[src/rtl/vga_pkg.sv]
// Shared timing constants, fetch FSM states and RGB565 -> RGB888 colour expansion.
// Latency: none (declarations only).
// Backpressure: none (declarations only).
package vga_pkg;

  localparam int H_ACT = 640;
  localparam int V_ACT = 480;

  typedef enum logic [1:0] {
    ST_IDLE  = 2'd0,
    ST_FLUSH = 2'd1,
    ST_FILL  = 2'd2
  } state_t;

  // Replicate the top bits of each field so full-scale maps to 8'hFF and zero to 8'h00.
  function automatic logic [23:0] rgb565_to_888(input logic [15:0] p);
    return {p[15:11], p[15:13], p[10:5], p[10:9], p[4:0], p[4:2]};
  endfunction

endpackage

[src/rtl/pixel_fifo_fwft.sv]
// Synchronous first-word-fall-through FIFO with occupancy count and single-cycle flush.
// Latency: a write is visible at the head on the cycle after it is written.
// Backpressure: none; the writer guarantees space, overflow is flagged by an assertion.
module pixel_fifo_fwft #(
  parameter int WIDTH = 16,
  parameter int DEPTH = 16
) (
  input  logic                         clk,
  input  logic                         rst,
  input  logic                         flush,
  input  logic                         wr_en,
  input  logic [WIDTH-1:0]             wr_dat,
  input  logic                         rd_en,
  output logic [WIDTH-1:0]             rd_dat,
  output logic [$clog2(DEPTH+1)-1:0]   count,
  output logic                         empty
);

  localparam int AW = $clog2(DEPTH);
  localparam int CW = $clog2(DEPTH+1);

  logic [WIDTH-1:0] mem_q [DEPTH];
  logic [AW-1:0]    wr_ptr_q, wr_ptr_d;
  logic [AW-1:0]    rd_ptr_q, rd_ptr_d;
  logic [CW-1:0]    count_q, count_d;
  logic             do_rd;
  logic             do_wr;

  assign do_rd  = rd_en && (count_q != '0) && !flush;
  assign do_wr  = wr_en && !flush;
  assign rd_dat = mem_q[rd_ptr_q];
  assign count  = count_q;
  assign empty  = (count_q == '0);

  // Pointer and occupancy update; flush wins over any concurrent push or pop.
  always_comb begin
    wr_ptr_d = wr_ptr_q;
    rd_ptr_d = rd_ptr_q;
    count_d  = count_q;
    if (flush) begin
      wr_ptr_d = '0;
      rd_ptr_d = '0;
      count_d  = '0;
    end else begin
      if (do_wr) wr_ptr_d = wr_ptr_q + AW'(1);
      if (do_rd) rd_ptr_d = rd_ptr_q + AW'(1);
      count_d = count_q + CW'(do_wr) - CW'(do_rd);
    end
  end

  // Control state registers.
  always_ff @(posedge clk) begin
    if (rst) begin
      wr_ptr_q <= '0;
      rd_ptr_q <= '0;
      count_q  <= '0;
    end else begin
      wr_ptr_q <= wr_ptr_d;
      rd_ptr_q <= rd_ptr_d;
      count_q  <= count_d;
    end
  end

  // Storage array, no reset needed since reads are qualified by count.
  always_ff @(posedge clk) begin
    if (do_wr) mem_q[wr_ptr_q] <= wr_dat;
  end

  // A push into a full FIFO without a simultaneous pop would lose data.
  always_ff @(posedge clk) begin
    if (!rst && do_wr) begin
      assert ((count_q != CW'(DEPTH)) || do_rd);
    end
  end

endmodule

[src/rtl/vga_pixel_fetch.sv]
// Prefetches RGB565 frame-buffer words into a FWFT FIFO and presents them as RGB888 on pixel request.
// Latency: memory latency plus one cycle from read return to pixel available; pixel is combinational on request.
// Backpressure: reads held stable while iMem_Wait; issue throttled by FIFO space and in-flight limit.
module vga_pixel_fetch #(
  parameter int          H_ACT      = vga_pkg::H_ACT,
  parameter int          V_ACT      = vga_pkg::V_ACT,
  parameter logic [21:0] BASE_ADDR  = 22'd0,
  parameter int          FIFO_DEPTH = 16,
  parameter int          MAX_OUTST  = 8
) (
  input  logic        iCLK,
  input  logic        iRST,
  input  logic        iRequest,
  input  logic        iVGA_VS,
  output logic [7:0]  oRed,
  output logic [7:0]  oGreen,
  output logic [7:0]  oBlue,
  output logic [21:0] oMem_Addr,
  output logic        oMem_Read,
  input  logic        iMem_Wait,
  input  logic        iMem_Valid,
  input  logic [15:0] iMem_Data,
  output logic        oUnderflow
);

  import vga_pkg::*;

  localparam int          OW    = $clog2(MAX_OUTST+1);
  localparam int          CW    = $clog2(FIFO_DEPTH+1);
  localparam logic [19:0] TOTAL = 20'(H_ACT*V_ACT);

  state_t         state_q, state_d;
  logic [18:0]    fetch_cnt_q, fetch_cnt_d;
  logic [OW-1:0]  outst_q, outst_d;
  logic [OW-1:0]  discard_q, discard_d;
  logic           underflow_q, underflow_d;

  logic [CW-1:0]  fifo_count;
  logic           fifo_empty;
  logic [15:0]    fifo_head;
  logic           fifo_flush;
  logic           fifo_push;
  logic           fifo_pop;
  logic           issue;
  logic           accept;
  logic           ret;

  pixel_fifo_fwft #(
    .WIDTH (16),
    .DEPTH (FIFO_DEPTH)
  ) u_fifo (
    .clk    (iCLK),
    .rst    (iRST),
    .flush  (fifo_flush),
    .wr_en  (fifo_push),
    .wr_dat (iMem_Data),
    .rd_en  (fifo_pop),
    .rd_dat (fifo_head),
    .count  (fifo_count),
    .empty  (fifo_empty)
  );

  // Read issue: only while filling with VS high, never past the frame end, and only
  // when every in-flight read already has a FIFO slot reserved.
  always_comb begin
    issue = 1'b0;
    if ((state_q == ST_FILL) && iVGA_VS && ({1'b0, fetch_cnt_q} < TOTAL) &&
        ((32'(fifo_count) + 32'(outst_q)) < 32'(FIFO_DEPTH)) &&
        (32'(outst_q) < 32'(MAX_OUTST))) begin
      issue = 1'b1;
    end
  end

  assign accept     = issue && !iMem_Wait;
  // A return with nothing in flight can only be a leftover from before a reset; ignore it.
  assign ret        = iMem_Valid && (outst_q != '0);
  assign fifo_pop   = iRequest && !fifo_empty;
  assign oMem_Read  = issue;
  assign oMem_Addr  = BASE_ADDR + {3'b000, fetch_cnt_q};
  assign oUnderflow = underflow_q;
  assign {oRed, oGreen, oBlue} = fifo_pop ? rgb565_to_888(fifo_head) : 24'h000000;

  // Frame FSM plus in-flight bookkeeping: returns owed to an aborted frame are dropped.
  always_comb begin
    state_d     = state_q;
    fetch_cnt_d = fetch_cnt_q;
    outst_d     = outst_q + OW'(accept) - OW'(ret);
    discard_d   = discard_q;
    underflow_d = underflow_q;
    fifo_flush  = 1'b0;
    fifo_push   = 1'b0;

    case (state_q)
      ST_IDLE:  if (!iVGA_VS) state_d = ST_FLUSH;
      ST_FLUSH: if (iVGA_VS)  state_d = ST_FILL;
      ST_FILL:  if (!iVGA_VS) state_d = ST_FLUSH;
      default:  state_d = ST_IDLE;
    endcase

    if (accept) fetch_cnt_d = fetch_cnt_q + 19'd1;

    if (ret) begin
      if (discard_q != '0)              discard_d = discard_q - OW'(1);
      else if (state_q == ST_FILL)      fifo_push = 1'b1;
    end

    if (iRequest && fifo_empty) underflow_d = 1'b1;

    if (state_q == ST_FLUSH) begin
      fifo_flush  = 1'b1;
      fetch_cnt_d = '0;
      underflow_d = 1'b0;
      discard_d   = outst_d;
    end
  end

  // State registers.
  always_ff @(posedge iCLK) begin
    if (iRST) begin
      state_q     <= ST_IDLE;
      fetch_cnt_q <= '0;
      outst_q     <= '0;
      discard_q   <= '0;
      underflow_q <= 1'b0;
    end else begin
      state_q     <= state_d;
      fetch_cnt_q <= fetch_cnt_d;
      outst_q     <= outst_d;
      discard_q   <= discard_d;
      underflow_q <= underflow_d;
    end
  end

endmodule
[config.mk]
export PLATFORM = sky130hd
export DESIGN_NAME = vga_pixel_fetch
export DESIGN_NICKNAME = d
export VERILOG_FILES = /design/src/rtl/vga_pkg.sv /design/src/rtl/pixel_fifo_fwft.sv /design/src/rtl/vga_pixel_fetch.sv
export SDC_FILE = /design/constraint.sdc
export NUM_CORES = 1
export LEC_CHECK = 0
export CAP_MARGIN = 20
export CORE_AREA = 2 2 146 148
export CTS_BUF_LIST = sky130_fd_sc_hd__clkbuf_8
export DETAILED_ROUTE_END_ITERATION = 8
export DIE_AREA = 0 0 148 150
export HOLD_SLACK_MARGIN = 0.08
export PLACE_DENSITY = 0.84
export SKIP_LAST_GASP = 1
export SYNTH_ARGS = -nofsm -noshare
export SYNTH_HDL_FRONTEND = slang
export SYNTH_HIERARCHICAL = 1
export SYNTH_SLANG_ARGS = --single-unit
[constraint.sdc]
create_clock -name iCLK -period 3.6 [get_ports iCLK]
set_input_delay 0.72 -clock iCLK [delete_from_list [all_inputs] [get_ports iCLK]]
set_output_delay 0.72 -clock iCLK [all_outputs]
set_load 0.01 [all_outputs]
==> results.sh <==
export IMPL_finalHoldViolCount=0
export IMPL_power_uw=6924
export IMPL_fp_dieH_um=150
export IMPL_min_period_ps=3552
export IMPL_cp_end_kind="output pin"
export IMPL_cts_sinks=303
export IMPL_pin_count=70
export IMPL_wirelength_mm=26.78
export IMPL_synth_edf_count=256
export IMPL_grt_pass1_wl_mm=41.72
export IMPL_clk_pin_slew_worst_paths_ps=60
export IMPL_tightest_slew_ps=636.8
export IMPL_ir_worst_vdd_mv=0.3315
export IMPL_firstDrtPassIters=4
export IMPL_r2r_setup_slack_ps=360
export IMPL_clock_latency_ps=570
export IMPL_finClkSkew_ps=24.89
export IMPL_drt_initial_drc_count=739
export IMPL_max_slew_margin_pct=57.50
export IMPL_synthDistinctLibCells=62
export IMPL_vias=7210
export IMPL_synthCells=732
export IMPL_hold_path_class="flop to flop"
export IMPL_cp_max_fo=20
export IMPL_yosysWarnings=6
export IMPL_start_kind="flop"
export IMPL_slew_violations=0
export IMPL_synth_area_leader_cell="edfxtp_1"
export IMPL_core_rowCount=53
export IMPL_cts_made_buffers=46
export IMPL_async_flop_share_pct=0
export IMPL_required_ps=2880
export IMPL_crit_type="flop to output pin"
export IMPL_synth_commonest_cells="256 x edfxtp_1, 54 x mux4_2, 47 x dfxtp_1"
export IMPL_seq_area_sq_um=8636
export IMPL_p_per_area_nw_per_um2=470.5
export IMPL_cp_arrival_ps=2830
export IMPL_r2r_start="outst_q[3]$_SDFF_PP0_"
export IMPL_finalCritPeriodShare_pct=98.68
export IMPL_r2r_end="u_fifo/count[4]$_SDFF_PP0_"
export IMPL_overflow=0
export IMPL_clock_fmax_ghz=0.2815
export IMPL_clockBufferDepth=3
export IMPL_synth_seq_cells=303
export IMPL_cts_max_level=2
export IMPL_fin_nets=905
export IMPL_synth_ff_type="edfxtp_1"
export IMPL_dp_cells=1079
export IMPL_intPower_uw=5401
export IMPL_tritoncts="done"
export IMPL_seq_area_frac_synth_pct=68.41
export IMPL_start_util_pct=60.96
export IMPL_fin_util_pct=71.12
export IMPL_grt_total_usage_pct=25.08
export IMPL_core_sq_um=20690
export IMPL_root_buffer="clkbuf_8"
export IMPL_vias_per_cell=6.184
export IMPL_sw_frac_of_total_pct=21.99
export IMPL_seq_power_share_pct=56.1
export IMPL_p_switching_uw=1523
export IMPL_n_antenna_cell=0
export IMPL_area_growth_pct=16.67
export IMPL_gp_congestion=0.8846
export IMPL_rsz0062_at_grt="true"
export IMPL_reg2regPathDepth=15
export IMPL_die_area_sq_um=22200
export IMPL_grt_pass1_vias=7574
export IMPL_power_frac_comb_pct=6.2
export IMPL_outcome="finished clean"
export IMPL_hold_path_depth=1
export IMPL_fillCellCount=1215
export IMPL_synth_most_common_cell="edfxtp_1"
export IMPL_die_w_um=148
export IMPL_multi_input_area_sq_um=3620
export IMPL_avgRoutedWirePerCell_um=22.97
export IMPL_grt_max_degree=32
export IMPL_synth_area_sq_um=12610
export IMPL_synth_area_leaders="edfxtp_1 61%, mux4_2 9.6%, dfxtp_1 7.5%, ha_1 2.2%, mux4_1 2.1%"
export IMPL_p_leak_uw=0.004959
export IMPL_synth_top_area_share_pct=60.95
export IMPL_cap_viol_max_count=0
export IMPL_setup_violations=0
export IMPL_syn_mean_instance_area_sq_um=17.23
export IMPL_clkPwrFrac_pct=37.7
export IMPL_fin_cells=1166
export IMPL_ant_nets=0
export IMPL_hpwl_mm=17.40
export IMPL_min_to="state_q[0]$_SDFFE_PP0P_"
export IMPL_antenna_found_initial=0
export IMPL_drive_gt1_share_pct=21.21
export IMPL_drc_errors=0
export IMPL_worstHoldStart="state_q[1]$_SDFFE_PP0P_"
export IMPL_portBuffers=66
-- through the flow --
step / instance area (sq um) / hold slack, ps / worst slack (ps) / TNS [ps]
2_1_floorplan: 12620 / 440.4 / 427.9 / 0
3_3_place_gp: 13770 / 462.7 / 66.82 / 0
3_5_place_dp: 13770 / 480.9 / 27.28 / 0
4_1_cts: 14710 / 492.1 / 32.63 / 0
5_1_grt: 14710 / 519.2 / -47.15 / -150.7
6_report: 14710 / 492.4 / 47.54 / 0
-- flip-flops by register name, indices dropped and copies added, names as in the netlist, named ones only --
signal / flops
discard_q: 4
fetch_cnt_q: 19
oUnderflow: 1
outst_q: 4
state_q: 2
u_fifo/count: 5
u_fifo/mem_q: 256
u_fifo/rd_ptr_q: 4
u_fifo/wr_ptr_q: 4
-- what timing repair did --
| item | CTS | global route |
|---|---|---|
| buffers inserted | 7 | 0 |
| hold buffers | 0 | 0 |
| endpoints found under the setup margin | 21 | 8 |
| gates resized for setup | 2 | 2 |
-- layer usage --
layer | wire, um | up-vias | global-route usage [%]
li1 | - | 3133 | -
met1 | 10100 | 3610 | 32.67
met2 | 13850 | 400 | 42.89
met3 | 2169 | 67 | 4.695
met4 | 666 | 0 | 8.810
met5 | 0 | - | 0
-- worst max path at each step --
stage                                             to  slack [ps]                      start  depth (start not counted)
after CTS                                   oBlue[2]          30                       flop                          6
after detailed placement  u_fifo/count[4]$_SDFF_PP0_          30                 iMem_Valid                         13
final                                       oBlue[2]          50                       flop                          6
after global placement    u_fifo/count[4]$_SDFF_PP0_          70                 iMem_Valid                         13
after global routing                       oGreen[3]         -50                       flop                          6
after floorplan           u_fifo/count[4]$_SDFF_PP0_         430  discard_q[0]$_SDFFE_PP0P_                         14
-- critical path, cell delays in order (launching register included) --
cell	delay, ps
dfxtp_4	440
buf_12	220
mux4_1	600
a22oi_1	270
nand2_1	70
and2_1	170
clkdlybuf4s50_1	490
-- kinds of logic (layout without fill, tap and decap cells) --
group | count (synthesis) | count (layout) | synth area share [%]
mux | 80 | 80 | 13.00
xor+xnor | 12 | 12 | 0.8333
other cells | 1 | 3 | 0.02973
compound gates | 69 | 69 | 4.087
simple gates | 174 | 174 | 8.135
flops | 303 | 303 | 68.41
buf+inv | 69 | 226 | 3.006
fa+ha+maj | 24 | 24 | 2.500
-- area by class of cell --
| cell class | count | area share [%] |
|---|---|---|
| Clock buffer | 51 | 4.770 |
| Clock inverter | 29 | 0.9949 |
| Inverter | 24 | 0.6122 |
| Multi-Input combinational cell | 362 | 24.60 |
| Sequential cell | 303 | 58.69 |
| Tap cell | 275 | 2.338 |
| Timing Repair Buffer | 122 | 7.993 |
-- power groups by stage --
stage	combinational (uW)	sequential, uW	clock, uW
after floorplan	291	3950	0
after global placement	400	3960	0
after detailed placement	436	3960	0
after CTS	438	3880	2650
after global routing	490	3890	2800
final	432	3880	2610
-- placed cells by master, fill, tap and decap left out, drive strengths merged, types with 2 or more instances in the layout --
cell type and count:
edfxtp 256, inv 43, xnor2 6, nand4 6
nand2b 4, nand3 9, or3 14, a21oi 12
o21ai 4, clkbuf 51, nor4 5, clkinv 9
mux4 64, o31ai 5, ha 22, fa 2
a21o 4, or3b 2, nor2 24, xor2 6
and4b 2, nand2 37, conb 3, dfxtp 47
a211oi 2, clkdlybuf4s50 66, or4 4, nor3b 3
nor2b 7, and4 3, and2 34, o211ai 2
nor4b 4, nor3 8, a22oi 32, and3 4
buf 56, mux2i 16
No activity file was read; power rests on OpenSTA's default activity.
